<file path="config.mk">
export PLATFORM = sky130hd
export DESIGN_NAME = seg_scan_display_flat
export DESIGN_NICKNAME = d
export VERILOG_FILES = /design/src/rtl/seg_scan_pkg.sv /design/src/rtl/seg_scan_display_if.sv /design/src/rtl/dd_bin2bcd_seq.sv /design/src/rtl/seg_scan_display.sv /design/src/flat_wrapper.sv
export SDC_FILE = /design/constraint.sdc
export NUM_CORES = 1
export LEC_CHECK = 0
export BUFFER_PORTS_ARGS = -buffer_cell sky130_fd_sc_hd__clkbuf_2
export CAP_MARGIN = 10
export CORE_MARGIN = 8
export CORE_UTILIZATION = 48
export DETAILED_ROUTE_END_ITERATION = 6
export GPL_ROUTABILITY_DRIVEN = 0
export GPL_TIMING_DRIVEN = 0
export HOLD_SLACK_MARGIN = 0.15
export PLACE_DENSITY = 0.71
export REMOVE_ABC_BUFFERS = 1
export SYNTH_ARGS = -nofsm -noshare
export SYNTH_HDL_FRONTEND = slang
export SYNTH_HIERARCHICAL = 1
export SYNTH_SLANG_ARGS = --single-unit
export TNS_END_PERCENT = 20
</file>
<file path="constraint.sdc">
create_clock -name clk -period 2.1 [get_ports clk]
set_input_delay 0.105 -clock clk [delete_from_list [all_inputs] [get_ports clk]]
set_output_delay 0.105 -clock clk [all_outputs]
set_load 0.005 [all_outputs]
</file>
<file path="src/rtl/seg_scan_pkg.sv">
// seg_scan_pkg
//   Shared types and helpers for the seven-segment scan display:
//   converter state encoding, segment patterns {A..G} (A = bit 6, 1 = lit),
//   a nibble-to-segment encoder and the minimum-digit calculation used to
//   reject under-sized DIGITS at elaboration.
package seg_scan_pkg;

    typedef enum logic [1:0] {
        ST_IDLE   = 2'd0,
        ST_CONV   = 2'd1,
        ST_COMMIT = 2'd2
    } conv_state_e;

    localparam logic [6:0] SEG7_0    = 7'b1111110;
    localparam logic [6:0] SEG7_1    = 7'b0110000;
    localparam logic [6:0] SEG7_2    = 7'b1101101;
    localparam logic [6:0] SEG7_3    = 7'b1111001;
    localparam logic [6:0] SEG7_4    = 7'b0110011;
    localparam logic [6:0] SEG7_5    = 7'b1011011;
    localparam logic [6:0] SEG7_6    = 7'b1011111;
    localparam logic [6:0] SEG7_7    = 7'b1110000;
    localparam logic [6:0] SEG7_8    = 7'b1111111;
    localparam logic [6:0] SEG7_9    = 7'b1110011;
    localparam logic [6:0] SEG_BLANK = 7'b0000000;

    // Logical (active-high) pattern; non-decimal nibbles show nothing.
    function automatic logic [6:0] seg7_encode(input logic [3:0] nib);
        case (nib)
            4'd0:    seg7_encode = SEG7_0;
            4'd1:    seg7_encode = SEG7_1;
            4'd2:    seg7_encode = SEG7_2;
            4'd3:    seg7_encode = SEG7_3;
            4'd4:    seg7_encode = SEG7_4;
            4'd5:    seg7_encode = SEG7_5;
            4'd6:    seg7_encode = SEG7_6;
            4'd7:    seg7_encode = SEG7_7;
            4'd8:    seg7_encode = SEG7_8;
            4'd9:    seg7_encode = SEG7_9;
            default: seg7_encode = SEG_BLANK;
        endcase
    endfunction

    // Smallest d with 10^d > 2^width - 1 (valid for width < 64).
    function automatic int min_digits(input int width);
        longint unsigned maxv;
        longint unsigned p;
        int              d;
        maxv = (64'd1 << width) - 64'd1;
        p    = 64'd1;
        d    = 0;
        for (int k = 0; k < 20; k++) begin
            if (p <= maxv) begin
                p = p * 64'd10;
                d = d + 1;
            end
        end
        if (d == 0) d = 1;
        return d;
    endfunction

endpackage

</file>
<file path="src/rtl/seg_scan_display_if.sv">
// seg_scan_display_if
//   Valid/ready input channel carrying the binary value to display.
//   master: producer (drives in_valid/in_data, sees in_ready)
//   slave : display block (sees in_valid/in_data, drives in_ready)
interface seg_scan_display_if #(
    parameter int WIDTH = 8
);
    logic             in_valid;
    logic [WIDTH-1:0] in_data;
    logic             in_ready;

    modport master (output in_valid, output in_data, input in_ready);
    modport slave  (input in_valid, input in_data, output in_ready);
endinterface

</file>
<file path="src/rtl/dd_bin2bcd_seq.sv">
// dd_bin2bcd_seq
//   Sequential double-dabble: one shift per clock, WIDTH shifts per value.
//   Ports:
//     clk, reset      clock, async active-high reset
//     in_valid_i/in_data_i/in_ready_o   input handshake
//     busy_o          conversion (or commit) in progress
//     bcd_o           DIGITS BCD nibbles, valid while commit_o is high
//     commit_o        one-cycle strobe: load bcd_o into the display
module dd_bin2bcd_seq
    import seg_scan_pkg::*;
#(
    parameter int WIDTH  = 8,
    parameter int DIGITS = 3
) (
    input  logic                clk,
    input  logic                reset,
    input  logic                in_valid_i,
    input  logic [WIDTH-1:0]    in_data_i,
    output logic                in_ready_o,
    output logic                busy_o,
    output logic [4*DIGITS-1:0] bcd_o,
    output logic                commit_o
);
    localparam int BCD_W = 4 * DIGITS;
    localparam int CNT_W = $clog2(WIDTH + 1);

    conv_state_e      state_q;
    logic [WIDTH-1:0] shreg_q;
    logic [BCD_W-1:0] scratch_q;
    logic [BCD_W-1:0] scratch_adj;
    logic [CNT_W-1:0] cnt_q;
    logic             ready_q;
    logic             busy_q;
    logic             commit_q;

    // Add-3 correction ahead of each shift so a nibble >= 5 carries correctly.
    always_comb begin
        scratch_adj = scratch_q;
        for (int i = 0; i < DIGITS; i++) begin
            if (scratch_q[4*i +: 4] > 4'd4)
                scratch_adj[4*i +: 4] = scratch_q[4*i +: 4] + 4'd3;
        end
    end

    always_ff @(posedge clk or posedge reset) begin
        if (reset) begin
            state_q   <= ST_IDLE;
            shreg_q   <= '0;
            scratch_q <= '0;
            cnt_q     <= '0;
            ready_q   <= 1'b1;
            busy_q    <= 1'b0;
            commit_q  <= 1'b0;
        end else begin
            commit_q <= 1'b0;
            case (state_q)
                ST_IDLE: begin
                    if (in_valid_i && ready_q) begin
                        shreg_q   <= in_data_i;
                        scratch_q <= '0;
                        cnt_q     <= CNT_W'(WIDTH);
                        ready_q   <= 1'b0;
                        busy_q    <= 1'b1;
                        state_q   <= ST_CONV;
                    end
                end
                ST_CONV: begin
                    {scratch_q, shreg_q} <= {scratch_adj, shreg_q} << 1;
                    cnt_q <= cnt_q - CNT_W'(1);
                    if (cnt_q == CNT_W'(1)) begin
                        commit_q <= 1'b1;
                        state_q  <= ST_COMMIT;
                    end
                end
                ST_COMMIT: begin
                    ready_q <= 1'b1;
                    busy_q  <= 1'b0;
                    state_q <= ST_IDLE;
                end
                default: begin
                    ready_q <= 1'b1;
                    busy_q  <= 1'b0;
                    state_q <= ST_IDLE;
                end
            endcase
        end
    end

    // Ready is forced low for as long as reset is held.
    assign in_ready_o = ready_q & ~reset;
    assign busy_o     = busy_q;
    assign bcd_o      = scratch_q;
    assign commit_o   = commit_q;

endmodule

</file>
<file path="src/rtl/seg_scan_display.sv">
// seg_scan_display
//   Binary value in, multiplexed seven-segment digits out. The converter
//   result is committed atomically to a display register; a prescaler then
//   walks the digits most-significant first, blanking the first BLANK_CYC
//   cycles of every slot to avoid ghosting.
//   Ports:
//     clk, reset   clock, async active-high reset
//     in_if        valid/ready channel carrying the WIDTH-bit value
//     lzb_en       leading-zero blanking enable
//     busy         conversion in progress
//     seg          segments {A..G}, A = bit 6, polarity per SEG_ACTIVE_LOW
//     dig          digit enables, bit i = 10^i, polarity per DIG_ACTIVE_LOW
module seg_scan_display
    import seg_scan_pkg::*;
#(
    parameter int WIDTH          = 8,
    parameter int DIGITS         = 3,
    parameter int SCAN_DIV       = 1024,
    parameter int BLANK_CYC      = 16,
    parameter bit DIG_ACTIVE_LOW = 1'b1,
    parameter bit SEG_ACTIVE_LOW = 1'b0
) (
    input  logic              clk,
    input  logic              reset,
    seg_scan_display_if.slave in_if,
    input  logic              lzb_en,
    output logic              busy,
    output logic [6:0]        seg,
    output logic [DIGITS-1:0] dig
);
    if (DIGITS < min_digits(WIDTH)) begin : g_bad_digits
        $error("seg_scan_display: DIGITS too small for WIDTH");
    end
    if (SCAN_DIV < 2) begin : g_bad_div
        $error("seg_scan_display: SCAN_DIV must be >= 2");
    end
    if (BLANK_CYC >= SCAN_DIV) begin : g_bad_blank
        $error("seg_scan_display: BLANK_CYC must be < SCAN_DIV");
    end

    localparam int PRE_W  = $clog2(SCAN_DIV);
    localparam int SLOT_W = (DIGITS > 1) ? $clog2(DIGITS) : 1;
    localparam logic [DIGITS-1:0] DIG_INV = {DIGITS{DIG_ACTIVE_LOW}};
    localparam logic [6:0]        SEG_INV = {7{SEG_ACTIVE_LOW}};

    logic [4*DIGITS-1:0] bcd;
    logic                commit;

    dd_bin2bcd_seq #(.WIDTH(WIDTH), .DIGITS(DIGITS)) u_conv (
        .clk        (clk),
        .reset      (reset),
        .in_valid_i (in_if.in_valid),
        .in_data_i  (in_if.in_data),
        .in_ready_o (in_if.in_ready),
        .busy_o     (busy),
        .bcd_o      (bcd),
        .commit_o   (commit)
    );

    logic [PRE_W-1:0]    presc_q, presc_d;
    logic [SLOT_W-1:0]   slot_q, slot_d;
    logic [4*DIGITS-1:0] disp_q, disp_d;
    logic [DIGITS-1:0]   dig_q, dig_d;
    logic [6:0]          seg_q, seg_d;
    logic [DIGITS-1:0]   lz_blank;
    logic                zero_above;
    logic [3:0]          cur_nib;
    logic                cur_blank;

    // Prescaler and slot walk: slot counts down so the MSD comes first.
    always_comb begin
        presc_d = presc_q + PRE_W'(1);
        slot_d  = slot_q;
        if (presc_q == PRE_W'(SCAN_DIV - 1)) begin
            presc_d = '0;
            slot_d  = (slot_q == '0) ? SLOT_W'(DIGITS - 1) : slot_q - SLOT_W'(1);
        end
    end

    assign disp_d = commit ? bcd : disp_q;

    // A digit is a leading zero when it and every digit above it are zero.
    always_comb begin
        zero_above = 1'b1;
        lz_blank   = '0;
        for (int i = DIGITS - 1; i >= 0; i--) begin
            zero_above  = zero_above & (disp_q[4*i +: 4] == 4'd0);
            lz_blank[i] = lzb_en & zero_above & (i > 0);
        end
    end

    always_comb begin
        cur_nib   = 4'd0;
        cur_blank = 1'b0;
        dig_d     = '0;
        seg_d     = SEG_BLANK;
        for (int i = 0; i < DIGITS; i++) begin
            if (slot_q == SLOT_W'(i)) begin
                cur_nib   = disp_q[4*i +: 4];
                cur_blank = lz_blank[i];
            end
        end
        if (presc_q >= PRE_W'(BLANK_CYC)) begin
            for (int i = 0; i < DIGITS; i++)
                dig_d[i] = (slot_q == SLOT_W'(i));
            seg_d = cur_blank ? SEG_BLANK : seg7_encode(cur_nib);
        end
    end

    // Polarity is folded in only here so all logic above stays active-high.
    always_ff @(posedge clk or posedge reset) begin
        if (reset) begin
            presc_q <= '0;
            slot_q  <= SLOT_W'(DIGITS - 1);
            disp_q  <= '0;
            dig_q   <= DIG_INV;
            seg_q   <= SEG_INV;
        end else begin
            presc_q <= presc_d;
            slot_q  <= slot_d;
            disp_q  <= disp_d;
            dig_q   <= dig_d ^ DIG_INV;
            seg_q   <= seg_d ^ SEG_INV;
        end
    end

    assign dig = dig_q;
    assign seg = seg_q;

endmodule

</file>
<file path="src/flat_wrapper.sv">
// flat-port wrapper written by rule: the top's interface ports become plain ports
module seg_scan_display_flat import seg_scan_pkg::*;
#(
    parameter int WIDTH          = 8,
    parameter int DIGITS         = 3,
    parameter int SCAN_DIV       = 1024,
    parameter int BLANK_CYC      = 16,
    parameter bit DIG_ACTIVE_LOW = 1'b1,
    parameter bit SEG_ACTIVE_LOW = 1'b0
)
  (clk, reset, lzb_en, busy, seg, dig, in_if_in_valid, in_if_in_data, in_if_in_ready);
  seg_scan_display_if #(.WIDTH(WIDTH)) in_if_i ();
  input  logic clk;
  input  logic reset;
  input  logic lzb_en;
  output logic busy;
  output logic [6:0] seg;
  output logic [DIGITS-1:0] dig;
  input wire logic [$bits(in_if_i.in_valid)-1:0] in_if_in_valid;
  input wire logic [$bits(in_if_i.in_data)-1:0] in_if_in_data;
  output wire logic [$bits(in_if_i.in_ready)-1:0] in_if_in_ready;
  assign in_if_i.in_valid = in_if_in_valid;
  assign in_if_i.in_data = in_if_in_data;
  assign in_if_in_ready = in_if_i.in_ready;
  seg_scan_display #(.WIDTH(WIDTH), .DIGITS(DIGITS), .SCAN_DIV(SCAN_DIV), .BLANK_CYC(BLANK_CYC), .DIG_ACTIVE_LOW(DIG_ACTIVE_LOW), .SEG_ACTIVE_LOW(SEG_ACTIVE_LOW)) u_core (.clk(clk), .reset(reset), .in_if(in_if_i), .lzb_en(lzb_en), .busy(busy), .seg(seg), .dig(dig));
endmodule
</file>
# Yosys cells after proc, flatten, opt, wreduce, memory -nomap -nowiden
# Memories as Yosys holds them, arrays and structs flattened.
# Cells that the tools add are included.
# totals
register_bits	63
rom_bits	112
in_bits	12
word_cells	74
memories	1
# classes
add_sub_neg	6
magnitude_cmp	4
eq_ne	7
muxes	28
n_bitwise	7
reduce_logical	9
# mem_list
memory	words	width	rd	rd_clocked_by_memory_dff	write_ports	line_no	rtl
(name not given)	16	7	1	0	0	seg_scan_pkg.sv:28	case (nib)
# ops
operator	count
4-bit 2-to-1 mux	6
12-bit one-hot mux with 2 select lines	1
8-bit one-hot mux with 2 select lines	1
7-bit 2-to-1 mux	2
4-bit by 3-bit greater-than comparator with 1-bit output, second input constant	3
12-bit 2-to-1 mux	1
10-bit by 1-bit adder with 10-bit output, second input constant	1
10-bit == test, second input constant	1
10-bit by 5-bit greater-or-equal comparator with 1-bit output, second input constant	1
10-bit 2-to-1 mux	1
4-bit by 2-bit adder with 4-bit output, second input constant	2
4-bit zero test	2
8-bit 2-to-1 mux	1
4-bit one-hot mux with 2 select lines	1
1-bit 2-to-1 mux	6
2-bit 2-to-1 mux	3
3-bit 2-to-1 mux	2
2-bit AND reduction	3
1-bit AND	4
2-bit by 1-bit == test with 1-bit output, second input constant	2
4-bit by 1-bit == test with 1-bit output, second input constant	1
2-bit zero test	2
2-bit inequality test, second input constant	2
1-bit one-hot mux with 2 select lines	2
9 further kinds	10

# Depth between registers and ports, before layout
# logic_depth
ltp_word	7
depth_mapped	11
mapped_depth_nobuf	10

# Hierarchy
# Netlist, hierarchy kept.
# by_module_without_submodules
module	n_inst	cells_each	area_per_inst_um2	seq_area_each_um2
seg_scan_display	1	162	1760.4	855.8
dd_bin2bcd_seq	1	139	1445.1	726.9

# Worst setup path after synthesis
# No wires, ideal clock.
# synth_path
path_type	reg2reg
startpoint	register u_core.slot_q[1]
endpoint	register u_core.seg_q[1] (netlist: u_core/seg[1])
setup_ps	142
arrival_ps	2062
setup_slack_ps	-104
stages_incl_launch_ff	11
n_path_buf	1
period_less_slack_ps	2204
cell_sequence	dfstp_2 inv_1 ha_1 buf_6 nand3b_1 a21oi_2 inv_1 ha_1 and4b_1 o31ai_1 a21oi_1
# synth_via
elab_chain_cells	7
word_cells_on_any_way	11
classes_between	2 x eq/ne; 7 x mux; 1 x reduce/logical; 1 x memory
# synth_lines
item	line_no	rtl
from (decl)	seg_scan_display.sv:61	logic [SLOT_W-1:0] slot_q, slot_d;
from (signal assigned)	seg_scan_display.sv:114	slot_q <= SLOT_W'(DIGITS - 1);
from (signal assigned)	seg_scan_display.sv:120	slot_q <= slot_d;
2-bit zero test	seg_scan_display.sv:98	if (slot_q == SLOT_W'(i)) begin
4-bit 2-to-1 mux (3 in series)	seg_scan_display.sv:98	
memory read 16 x 7 bit	n/a	
7-bit 2-to-1 mux (*)	seg_scan_display.sv:106	seg_d = cur_blank ? SEG_BLANK : seg7_encode(cur_nib);
7-bit 2-to-1 mux (*)	seg_scan_display.sv:103	if (presc_q >= PRE_W'(BLANK_CYC)) begin
named net u_core.seg_d[1]	seg_scan_display.sv:64	logic [6:0] seg_q, seg_d;
to (signal assigned)	seg_scan_display.sv:123	seg_q <= seg_d ^ SEG_INV;
to (decl)	seg_scan_display.sv:64	
# Mark *: on every way through the listed nets, which the timed path passes. The rest lies on a longest branch.
# A chain may end at the register's enable or synchronous reset.

# Worst setup path in the final report
# layout_path
startpoint	register u_core.slot_q[1]
endpoint	register u_core.seg_q[6] (netlist: u_core/seg[6])
# The elaborated chain is that of the path after synthesis.

==> flow_results.org <==
** Status
- Result of the run :: complete, but fails checks
- Failing checks :: setup timing

** Global route
- Entering global routing, the biggest net connects 30 pins.
- Antenna violations before repair :: 0
- The number of global-route vias before repair is approximately 2,300.
- For this run, the total global-route usage over all layers was measured as 0.135.
- Summed over all layers, the global routing overflow is 0.
- The first global-routing pass estimated 10.7 mm of wire.

** Power
- Reported net switching power :: 0.00170 W
- Clock power share :: 0.195
- Of the total power, the share spent switching nets is 0.361.
- Cell internal power was estimated by the tool at 0.00300 W.
- Leakage power :: 1.76 nW
- Max rail drop VDD :: 0.000714 V
- Of the total power, registers draw 0.417.
- PD cells :: roughly 1200 mW/mm2
- Logic gate share of total power :: 0.387

** Placement
- Once detailed placement completed, the half-perimeter wirelength came to 4.21 mm.
- After detailed placement, the design holds a cell count of 389.
- After detailed placement, the total cell area comes to 0.00336 mm2.
- Number of input and output port buffers inserted :: 23

** Clock network
- After clock tree synthesis, the clock-pin slew on the worst setup and hold paths is 0.06 ns.
- TritonCTS built the clock tree.
- Buffer depth of the longest clock path :: 2
- Root Driver :: clkbuf_8
- Clock H-tree levels :: 3
- Number of clock sinks seen by CTS :: between 60 and 70
- Source-to-sink clock delay at the later pin of the worst-skew pair :: about 0.33 ns
- TritonCTS created 9 clock buffers.

** Timing
- Setup repair after global routing missed its margin :: true
- Setup violations remaining at the end of the flow were counted as 4.
- Clock skew on the completed layout was measured at 0.00663 ns.
- Worst Hold Margin :: 0.325 ns
- Timing would allow up to approximately 460 MHz.
- Final cycle utilization of the critical path :: 1.02
- Final max-slew violation count :: 0
- Max-slew headroom :: 0.584
- After layout, the minimum clock period comes to 2.15 ns.
- At the pin with the least slew margin, the transition time is 0.625 ns.
- Once routing completed, OpenROAD measured the worst setup slack at -0.0513 ns.
- The final count of hold timing violations was 0.

** Critical path
- Startpoint class of the critical path :: register
- Required arrival time at the worst endpoint :: 2.29 ns
- The setup check on the worst reg-to-reg path leaves a slack of -0.05 ns.
- In this run the worst path has a maximum fanout of 7.
- For the worst setup path, the data arrival time is 2.34 ns.
- STA classifies the critical path endpoint as a register.
- Kind of critical path :: register to register

** Synth
- Counting flops and latches in the post-synthesis netlist gives 63.
- Counting flops with an async set or reset pin after synthesis yields a share of 1.00.
- Sequential element share of the synthesized area :: 0.494
- A synthesized cell averages about 11 um2.
- Number of standard cells after synthesis :: ~300
- In this run, distinct cell masters in the synthesized netlist total 53.
- Among all flip-flop cells after synthesis, the most frequent one is dfrtp_1.
- For this run, the number of Yosys warnings is 6.
- Yosys mapped a number of flops with a built-in enable equal to 0.
- After synthesis the cells add up to 0.00321 mm2.

** Finish
- Layout cells sized above 1 :: 0.239
- Area of all placed cells without fillers :: roughly 0.0038 mm2
- Number of filler instances in the final layout :: 542
- Most frequent cells in the layout :: 58 x dfrtp_1, 25 x o21ai_0, 23 x clkbuf_2
- Leaving out fill and tap cells, the most frequent cell in the layout is dfrtp_1.
- Number of standard cells in the final layout excluding fillers :: 420
- The number of antenna diodes in the final layout is 0.
- Final layout net count :: 366
- Compared with the post-synthesis result, the final layout area differs by 17.2%.

** Route
- The first detailed-routing pass took 4 iterations.
- Count of vias placed by the detailed router :: 2,356
- Routed Antenna Nets :: 0
- Detailed-routed wire length on met3 :: 296 um
- Detailed-routing wirelength on met1 :: approximately 2.9 mm
- For this run, design rule violations remaining after detail routing come to 0.
- Violation count after the first detailed-routing iteration :: 90
- Drt wl/cell :: 15.2 um
- Total wire length :: 6.36 mm
- Signal routing reaches up to met4.
- Dividing the detail-routed via count by the number of cells gives 5.61.
- Total length of routed met2 wires :: 3.11 mm

** Floorplanning
- Horizontal extent of the die :: slightly below 100 um
- The initial utilization of the core area, before any placement, comes to 0.499.
- For this design the top-level I/O count stands at 24.
- Core Footprint :: approximately 0.0064 mm2
- Number of rows created at floorplan :: 29
- Die Area :: 0.00955 mm2
- Height of the die :: 97.7 um

** Run
- Number of max-cap violations :: 0

** Hold path
- Worst min-delay path class :: primary input to register
-- routing by layer --
metal,vias to the layer above,track usage
met3,10,0.0516
met4,0,0.0540
met1,1165,0.155
li1,1146,-
met5,-,0
met2,35,0.221
-- registers in the layout (all words and copies together), names as in the netlist, 3 cells and up --
signal and flops:
u_core/u_conv/bcd_o 12, u_core/u_conv/cnt_q 4, u_core/presc_q 10, u_core/seg 7, u_core/disp_q 12, u_core/u_conv/shreg_q 8, u_core/dig 3
-- cell type report --
type / count / area [um2] / area share
Multi-Input combinational cell: 201 / 1510 / 0.401
Tap cell: 77 / 96.3 / 0.0256
Clock inverter: 1 / 5.00 / 0.00133
Inverter: 23 / 86.3 / 0.0230
Clock buffer: 14 / 163 / 0.0433
Timing Repair Buffer: 41 / 319 / 0.0849
Sequential cell: 63 / 1580 / 0.421
-- cell families (layout without fill, tap and decap cells) --
group	count (synthesis)	count (layout)	share of synthesized area
compound gates	82	82	0.178
fa+ha+maj	15	15	0.0585
xor+xnor	6	6	0.0164
mux	15	15	0.0511
flops	63	63	0.494
buf+inv	37	79	0.0558
simple gates	83	83	0.146
-- worst max-delay path, stage by stage, from the launching register on --
cell and delay (ns):
dfstp_2 0.56, inv_2 0.06, ha_4 0.18, nand3b_1 0.17, a22o_1 0.24, inv_2 0.08
ha_1 0.16, nor2_1 0.05, a32o_2 0.29, o21ai_1 0.14, a21oi_1 0.08
-- stage by stage --
stage | utilization | TNS, ns | setup slack, ns | total power, W
6_report | 0.585 | -0.106 | -0.0513 | 0.00469
5_1_grt | 0.585 | -0.579 | -0.152 | 0.00506
4_1_cts | 0.576 | -0.162 | -0.0559 | 0.00465
3_5_place_dp | 0.524 | -1.30 | -0.378 | 0.00366
3_3_place_gp | 0.518 | -1.41 | -0.371 | 0.00355
2_1_floorplan | - | -0.238 | -0.108 | 0.00316
-- power by group through the flow --
stage / clock network (W) / registers (W) / logic, W
final: 0.000917 / 0.00196 / 0.00182
after detailed placement: 0 / 0.00198 / 0.00168
after floorplan: 0 / 0.00187 / 0.00129
after CTS: 0.000948 / 0.00196 / 0.00175
after global placement: 0 / 0.00195 / 0.00160
after global routing: 0.000987 / 0.00203 / 0.00205
-- Yosys cell counts (2+ instances only) --
master	instances	area (um2)
nor2b_1	7	43.8
nor3_1	3	15.0
a211o_1	7	61.3
a21oi_2	2	17.5
a32o_1	9	90.1
a21o_1	2	15.0
inv_1	23	86.3
dfrtp_1	58	1450
xnor2_1	4	35.0
a31oi_1	2	12.5
ha_1	15	188
a21oi_1	12	60.1
nand3_1	4	20.0
buf_2	5	25.0
buf_6	4	45.0
nand3b_1	5	37.5
dfstp_2	5	131
or3_1	6	37.5
o21ai_1	2	10.0
and3_1	4	25.0
clkbuf_1	4	15.0
a22o_1	5	43.8
xor2_1	2	17.5
nor3b_1	2	15.0
mux2_2	11	124
mux2i_1	4	40.0
a22oi_1	4	30.0
o21ai_0	27	135
nor4_1	3	18.8
nand2_1	20	75.1
nor2_1	16	60.1
a211oi_1	2	15.0
a211oi_2	2	25.0
-- repair_timing --
action,CTS,global route
buffers inserted,4,1
pin swaps,4,3
hold endpoints to repair,67,0
hold buffers,10,0
gates resized for setup,10,8
endpoints found under the setup margin,6,22
-- final timing paths --
check	to	startpoint	cells after the start
max	u_core/seg[6]$_DFF_PP0_	u_core/slot_q[1]$_DFFE_PP1N_	10
min	u_core/seg[1]$_DFF_PP0_	lzb_en	4
max reg2reg	u_core/seg[6]$_DFF_PP0_	u_core/slot_q[1]$_DFFE_PP1N_	10
min reg2reg	u_core/u_conv/busy_o$_DFFE_PP0P_	u_core/u_conv/busy_o$_DFFE_PP0P_	1
max in group asynchronous	u_core/u_conv/ready_q$_DFFE_PP1P_	reset	4
min in group asynchronous	u_core/presc_q[8]$_DFF_PP0_	reset	3
Note: power is estimated with default switching activity, not from simulation.
